--- src/rtl/hazard_ctrl.sv ---
`default_nettype none
// ============================================================================
//  Module   : hazard_ctrl
//  Purpose  : Pipeline hazard controller. Detects load-use hazards, flushes
//             IF/ID on taken branches and (optionally) stalls the front end
//             for a fixed number of cycles while a mult/div is in flight.
//             Also counts front-end stall cycles (saturating).
//  Options  : `define HAZARD_MULDIV_EN to build the mult/div stall FSM
//             (MD_BUSY state and md_cnt). Without it id_muldiv_start is
//             ignored and md_busy is tied low.
//  Revision : 1.0  initial release
// ============================================================================
module hazard_ctrl #(
    parameter int unsigned MD_LATENCY = 4      // mult/div stall cycles, 1..63
) (
    input  logic        clk,
    input  logic        reset,                 // asynchronous, active-low
    input  logic [4:0]  id_rs,
    input  logic [4:0]  id_rt,
    input  logic        id_ex_mem_read,
    input  logic [4:0]  id_ex_rt,
    input  logic        branch_taken,
    input  logic        id_muldiv_start,
    output logic        pc_write,
    output logic        if_id_write,
    output logic        if_id_flush,
    output logic        id_ex_flush,
    output logic        md_busy,
    output logic [15:0] stall_cnt
);

    // Asserted levels of the IF/ID control strobes.
    localparam logic IF_ID_WRITE_ON = 1'b1;
    localparam logic IF_ID_FLUSH_ON = 1'b1;

    localparam logic [15:0] c_STALL_MAX = 16'hFFFF;

    logic w_load_use;
    logic w_md_busy;

    // A load into $zero never produces a usable value, so it cannot hazard.
    assign w_load_use = id_ex_mem_read && (id_ex_rt != 5'd0) &&
                        ((id_ex_rt == id_rs) || (id_ex_rt == id_rt));

`ifdef HAZARD_MULDIV_EN
    typedef enum logic [0:0] {
        RUN     = 1'b0,
        MD_BUSY = 1'b1
    } state_t;

    localparam logic [5:0] c_MD_LOAD = 6'(MD_LATENCY - 1);

    state_t     r_state;
    state_t     w_state_next;
    logic [5:0] r_md_cnt;
    logic [5:0] w_md_cnt_next;

    // State register and mult/div countdown.
    always_ff @(posedge clk or negedge reset) begin
        if (!reset) begin
            r_state  <= RUN;
            r_md_cnt <= 6'd0;
        end else begin
            r_state  <= w_state_next;
            r_md_cnt <= w_md_cnt_next;
        end
    end

    // Next state: a mult/div issues in RUN unless held by a load-use stall;
    // MD_BUSY is left once the counter has run down to zero.
    always_comb begin
        w_state_next  = r_state;
        w_md_cnt_next = r_md_cnt;
        case (r_state)
            RUN: begin
                if (!w_load_use && id_muldiv_start) begin
                    w_state_next  = MD_BUSY;
                    w_md_cnt_next = c_MD_LOAD;
                end
            end
            MD_BUSY: begin
                if (r_md_cnt == 6'd0) begin
                    w_state_next = RUN;
                end else begin
                    w_md_cnt_next = r_md_cnt - 6'd1;
                end
            end
            default: begin
                w_state_next  = RUN;
                w_md_cnt_next = 6'd0;
            end
        endcase
    end

    assign w_md_busy = (r_state == MD_BUSY);
`else
    // Without the mult/div option the start strobe and latency are unused.
    logic w_unused_muldiv;
    assign w_unused_muldiv = id_muldiv_start ^ (MD_LATENCY == 0);
    assign w_md_busy       = 1'b0;
`endif

    assign md_busy = w_md_busy;

    // Front-end control, priority: reset > mult/div stall > load-use > branch.
    always_comb begin
        pc_write    = 1'b1;
        if_id_write = IF_ID_WRITE_ON;
        if_id_flush = 1'b0;
        id_ex_flush = 1'b0;
        if (!reset) begin
            // hold the pass-through defaults while in reset
        end else if (w_md_busy || w_load_use) begin
            pc_write    = 1'b0;
            if_id_write = ~IF_ID_WRITE_ON;
            id_ex_flush = 1'b1;
        end else if (branch_taken) begin
            if_id_flush = IF_ID_FLUSH_ON;
        end
    end

    // Saturating count of cycles in which the PC was held.
    always_ff @(posedge clk or negedge reset) begin
        if (!reset) begin
            stall_cnt <= 16'd0;
        end else if (!pc_write && (stall_cnt != c_STALL_MAX)) begin
            stall_cnt <= stall_cnt + 16'd1;
        end
    end

endmodule
`default_nettype wire
--- config.mk ---
export PLATFORM = sky130hd
export DESIGN_NAME = hazard_ctrl
export DESIGN_NICKNAME = d
export VERILOG_FILES = /design/src/rtl/hazard_ctrl.sv
export SDC_FILE = /design/constraint.sdc
export NUM_CORES = 1
export LEC_CHECK = 0
export CORE_ASPECT_RATIO = 1.25
export CORE_UTILIZATION = 38
export CTS_CLUSTER_DIAMETER = 40
export DETAILED_ROUTE_END_ITERATION = 12
export GPL_TIMING_DRIVEN = 0
export PLACE_DENSITY = 0.85
export SYNTH_ARGS = -nofsm -noshare
export SYNTH_HDL_FRONTEND = slang
export SYNTH_SLANG_ARGS = --single-unit
--- constraint.sdc ---
create_clock -name clk -period 2.8 [get_ports clk]
set_input_delay 0.84 -clock clk [delete_from_list [all_inputs] [get_ports clk]]
set_output_delay 0.84 -clock clk [all_outputs]
set_load 0.1 [all_outputs]
==> results.txt, run 1 <==
vias in the first global route: 952
status: finished, violations left
Filler cells: 205
largest net degree at the start of global routing: 23
Required @ worst endpoint: 1.96 ns
Synth cell types: 26
Synth Instances: 107
final wirelength: 2560 um
Crit Path Max Fanout: 4
Clock transition at path regs: 0.09 ns
global-route wire length before repair: 4130 um
total placed cells including tap cells: 178
hold bufs inserted after CTS: 0
Area Overhead vs Synth: 54.3%
gp weighted congestion: 0.863
Die X: 48.1 um
Critical Path Start Type: primary input
Syn Std Cell Area: 0.00101 mm2
max frequency: 0.333 GHz
setup violators final: 4
RSZ-0062 raised after global routing: true
synth warn: 0
main combinational cell family by area after synthesis: simple AND/OR/NAND/NOR gates
pwr/cell area: 453 mW/mm2
clock sinks: 16
Hold Path Class: flip-flop to flip-flop
Port Buffer Count: 38
Register-to-Register Setup Slack: 0.75 ns
1st-iter DRT viols: 21
CP Class: primary input to output pin
DR vias/cell: 5.37
Max VDD drop: 0.962 mV
mux share of post-synthesis cell area: 1.11%
number of flip-flops in the largest register: 16
commonest cells after routing, fill and taps aside: xnor2_1, dfrtp_1, clkdlybuf4s50_1
core area: 0.00248 mm2
crit share post-route: 107%
slowest stage delay, CP: 0.52 ns
final std cells w/o fill: 186
post-synthesis register bit count: 16
Simple-Gate Fraction of Synth Area: 28.1%
Tot Pwr: 707 uW
CP Capture Type: output pin
Worst-Margin Slew: 0.968 ns
fin worst setup slack: -0.201 ns
Data arrival, critical path: 2.16 ns
Post-Route Utilization: 63.0%
Fin. Hold Viols: 0
vias post-DR: 999
CP Cell Sequence: buf_8, or4_4, o21a_1, and2_4, nand2_8, buf_6, buf_12
Synth Area in Adders: 1.24%
Worst R2R End: stall_cnt[1]
hold endpoint: stall_cnt[5]
register area share after synthesis: 39.6%
max cap viols: 0
Routed Antenna Nets: 0
Hold Crit Depth: 1
commonest non-fill, non-tap cell in the layout: xnor2_1
Die H: 59.7 um
Root Buffer Master: clkbuf_4
Slowest cell on crit path: or4_4
WL/cell: 13.8 um
cells on worst reg2reg path: 6
Pleak: 0.000664 uW
violated checks: setup timing
worst hold path startpoint: stall_cnt[5]
H-tree depth: 1
final period demand of the worst path: 3.00 ns
pre-CTS setup slack: -1.73 ns
XOR/XNOR Fraction of Synth Area: 20.8%
NumNets Final: 175
initial core utilization: 40.8%
overall routing resource usage: 20.1%
Top reg by flops: stall_cnt
grt ovf: 0
fin. max-slew vios: 0
clk_skew: 0.00630 ns
detailed placement HPWL: 1890 um
Clock Tree Buf Depth: 2
Mapped Nets: 128
Compound-Gate Fraction of Synth Area: 4.58%
I/O Pins: 41
RR Startpoint: stall_cnt[0]
row cnt: 20
Max transition margin: 35.3%
syn avg cell area: 9.45 um2
largest registers: stall_cnt (16)
TritonCTS buffer count: 3
worst skew pair latency: 0.29 ns
DIE AREA: 0.00287 mm2
Detailed Routing Iterations Pass 1: 4
drc violations: 0
CTS tree: yes
layout cells sized above 1: 19.0%
ANT cells: 0
initial antenna violation count: 0
## worst max-delay path, delay by kind of cell
| family | cells | cell delay, ns |
|---|---|---|
| AND/OR/NAND/NOR | 3 | 0.76 |
| AO/OA/AOI/OAI | 1 | 0.20 |
| buffers and inverters | 3 | 0.35 |
## per-stage QoR
step | TNS [ns] | area [um2] | hold slack (ns)
2_1_floorplan | -1.43 | 1040 | 0.544
3_3_place_gp | -6.37 | 1460 | 0.480
3_5_place_dp | -6.54 | 1460 | 0.484
4_1_cts | -0.638 | 1540 | 0.504
5_1_grt | -0.782 | 1560 | 0.525
6_report | -0.624 | 1560 | 0.499
## timing repair
| item | CTS | global route |
|---|---|---|
| resized for setup | 72 | 4 |
| buffers inserted | 4 | 1 |
| pin swaps | 15 | 1 |
| setup endpoints to repair | 4 | 8 |
| hold endpoints to repair | 0 | 0 |
## Yosys cell counts
cell	number	area share, %
nand2_1	12	4.5
and3_1	3	1.9
o21ai_0	1	0.49
nand4b_1	3	2.6
buf_4	2	1.5
nor3_1	4	2.0
a211oi_1	1	0.74
a21oi_1	1	0.49
inv_1	3	1.1
or4_1	2	1.5
o2bb2ai_1	1	0.87
and2_4	1	0.87
o22ai_2	1	1.2
buf_6	1	1.1
mux2_2	1	1.1
o21a_1	1	0.74
buf_2	1	0.49
xnor2_1	24	21
conb_1	1	0.37
and4_1	1	0.87
nor4b_2	1	1.5
nor2_1	4	1.5
nand3_1	11	5.4
dfrtp_1	16	40
nand4_1	9	5.6
ha_1	1	1.2
## per-layer routing
| layer | up-vias | routed length [um] | global-route usage [%] |
|---|---|---|---|
| met4 | 0 | 32 | 5.56 |
| met5 | - | 0 | 0 |
| met3 | 10 | 121 | 3.63 |
| met2 | 44 | 1340 | 34.7 |
| li1 | 467 | - | - |
| met1 | 478 | 1070 | 24.6 |
## area by class of cell
cell class                      count  area, um2  share of cell area [%]
Sequential cell                    16        400                    25.7
Clock buffer                        4       36.3                    2.33
Tap cell                           33       41.3                    2.65
Buffer                              3       30.0                    1.92
Inverter                            3       15.0                   0.962
Timing Repair Buffer               43        438                    28.1
Multi-Input combinational cell     84        599                    38.4
## logic make-up (layout without fill, tap and decap cells)
logic type,count (synthesis),count (layout)
simple gates,51,51
xor+xnor,24,24
flops,16,16
buf+inv,7,53
compound gates,6,6
fa+ha+maj,1,1
other cells,1,1
mux,1,1
## power breakdown
group | switching (uW) | internal, uW | total, uW
Clock | 74.9 | 79.1 | 154
Sequential | 23.6 | 247 | 270
Combinational | 195 | 88.1 | 283
## how the worst max path moves through the flow
stage,cells after the start,slack (ns),startpoint,endpoint
detailed placement,8,-1.73,id_ex_rt[1],pc_write
finish,7,-0.20,id_ex_rt[2],pc_write
global placement,8,-1.71,id_ex_rt[1],pc_write
floorplan,6,-0.52,id_ex_rt[1],id_ex_flush
global route,7,-0.24,id_ex_rt[2],id_ex_flush
CTS,7,-0.20,id_ex_rt[2],pc_write
No activity file was read; power rests on OpenSTA's default activity.
==> run 2, diff against run 1 <==
--- a/config.mk
+++ b/config.mk
@@ -6,6 +6,7 @@
 export NUM_CORES = 1
 export LEC_CHECK = 0
 export CORE_ASPECT_RATIO = 1.25
+export CORE_MARGIN = 2
 export CORE_UTILIZATION = 38
 export CTS_CLUSTER_DIAMETER = 40
 export DETAILED_ROUTE_END_ITERATION = 12
==> results.txt, run 2 (synthesized netlist as in run 1, its figures left out) <==
status: finished, violations left
violated checks: setup timing
Data arrival, critical path: 2.18 ns
Register-to-Register Setup Slack: 0.77 ns
met2 wire len: 1400 um
TritonCTS buffer count: 3
Clock Tree Buf Depth: 2
CP Class: primary input to output pin
RSZ-0062 raised after global routing: true
M1 WL: 1090 um
Filler cells: 181
RR Startpoint: stall_cnt[0]
Routed Antenna Nets: 0
Crit Path Max Fanout: 4
row cnt: 20
Flop pwr share: 40.2%
detailed placement HPWL: 1920 um
combinational group share of total power: 42.5%
max frequency: 0.331 GHz
Post-Route Utilization: 63.2%
WL/cell: 14.5 um
Die H: 61.7 um
Hold Path Class: flip-flop to flip-flop
Area Overhead vs Synth: 55.0%
final period demand of the worst path: 3.02 ns
Worst-Margin Slew: 0.977 ns
critical path buffer and inverter count: 3
pre-CTS setup slack: -1.73 ns
ANT cells: 0
Slowest cell on crit path: or4_4
switching pwr: 289 uW
fin. max-slew vios: 0
1st-iter DRT viols: 23
Top delay family on crit path: simple AND/OR/NAND/NOR gates
worst skew pair latency: 0.28 ns
clock sinks: 16
Max transition margin: 34.8%
Worst R2R End: stall_cnt[1]
overall routing resource usage: 18.6%
NumNets Final: 177
CP Cell Sequence: buf_8, or4_4, o21a_1, and2_4, nand2_8, buf_6, buf_12
hold_ws: 0.498 ns
crit share post-route: 108%
Max VDD drop: 0.514 mV
number of flip-flops in the largest register: 16
area occupied by registers: 400 um2
pwr/cell area: 432 mW/mm2
Pleak: 0.000651 uW
worst hold path startpoint: stall_cnt[5]
hold bufs inserted after CTS: 0
Root Buffer Master: clkbuf_4
core area: 0.00248 mm2
Required @ worst endpoint: 1.96 ns
drc violations: 0
vias post-DR: 1015
multi-input logic area: 607 um2
H-tree depth: 1
Hold Crit Depth: 1
setup TNS: -0.811 ns
initial antenna violation count: 0
clock power share: 17.3%
setup violators final: 4
slowest stage delay, CP: 0.53 ns
commonest non-fill, non-tap cell in the layout: xnor2_1
WL met3: 142 um
Fin. Hold Viols: 0
largest registers: stall_cnt (16)
clk_skew: 0.0118 ns
cells on worst reg2reg path: 6
fin worst setup slack: -0.223 ns
Critical Path Start Type: primary input
CTS tree: yes
largest net degree at the start of global routing: 23
layout cells sized above 1: 19.5%
max cap viols: 0
Clock transition at path regs: 0.08 ns
max layer used: met4
Port Buffer Count: 38
initial core utilization: 40.8%
I/O Pins: 41
DR vias/cell: 5.43
Detailed Routing Iterations Pass 1: 4
Top reg by flops: stall_cnt
Int Pwr: 388 uW
global-route wire length before repair: 4330 um
grt ovf: 0
CP Capture Type: output pin
vias in the first global route: 941
commonest cells after routing, fill and taps aside: xnor2_1, dfrtp_1, clkdlybuf4s50_1
gp weighted congestion: 0.885
hold endpoint: stall_cnt[5]
Die X: 50.1 um
sw frac: 42.7%
DIE AREA: 0.00309 mm2
final wirelength: 2710 um
run 2: cell types whose count changed in the layout (fill, tap and decap cells not counted):
| cell | delta |
|---|---|
| a21oi_4 | +1 |
| a21oi_2 | -1 |
| clkbuf_8 | -1 |
| dlymetal6s2s_1 | -1 |
| clkdlybuf4s50_1 | +1 |
| buf_4 | +2 |
run 2: worst register-to-register path: cells and delay by family, from the launching register on:
kind / cells / cell delay (ns)
flops: 1 / 0.46
buf+inv: 1 / 0.07
simple gates: 3 / 0.80
fa+ha+maj: 1 / 0.26
mux: 1 / 0.34
run 2: worst max path at each step:
| stage | endpoint | startpoint | slack (ns) | depth (start not counted) |
|---|---|---|---|---|
| final | pc_write | id_ex_rt[2] | -0.22 | 7 |
| after global routing | pc_write | id_ex_rt[2] | -0.25 | 7 |
| after CTS | pc_write | id_ex_rt[2] | -0.22 | 7 |
| after detailed placement | pc_write | id_ex_rt[1] | -1.73 | 8 |
| after global placement | pc_write | id_ex_rt[1] | -1.71 | 8 |
| after floorplan | id_ex_flush | id_ex_rt[1] | -0.52 | 6 |
run 2: power by group through the flow:
stage          clock (uW)  sequential [uW]  combinational [uW]
4_1_cts               121              272                 286
6_report              117              272                 288
5_1_grt               130              275                 298
2_1_floorplan           0              388                79.2
3_3_place_gp            0              276                 273
3_5_place_dp            0              276                 278
run 2: timing repair:
action / CTS / global route
pin swaps: 17 / 2
gates resized for setup: 72 / 4
buffers inserted: 5 / 2
cloned: 0 / 0
endpoints found under the hold margin: 0 / 0
endpoints found under the setup margin: 4 / 7
run 2: cell type report:
type                            instances  area share (%)
Tap cell                               33            2.64
Multi-Input combinational cell         84            38.7
Sequential cell                        16            25.6
Inverter                                3           0.958
Timing Repair Buffer                   45            28.8
Buffer                                  3            1.92
Clock buffer                            3            1.44
run 2: per-stage QoR:
step / cell area (um2) / total power (uW) / std cells
after global routing: 1570 / 703 / 187
after global placement: 1460 / 550 / 178
after detailed placement: 1460 / 554 / 178
after floorplan: 1040 / 467 / 107
after CTS: 1540 / 678 / 185
final: 1570 / 677 / 187
run 2: metal layers:
metal | track usage (%) | vias to the layer above
met1 | 22.3 | 487
met2 | 31.6 | 45
li1 | - | 471
met4 | 9.13 | 0
met5 | 0 | -
met3 | 4.37 | 12
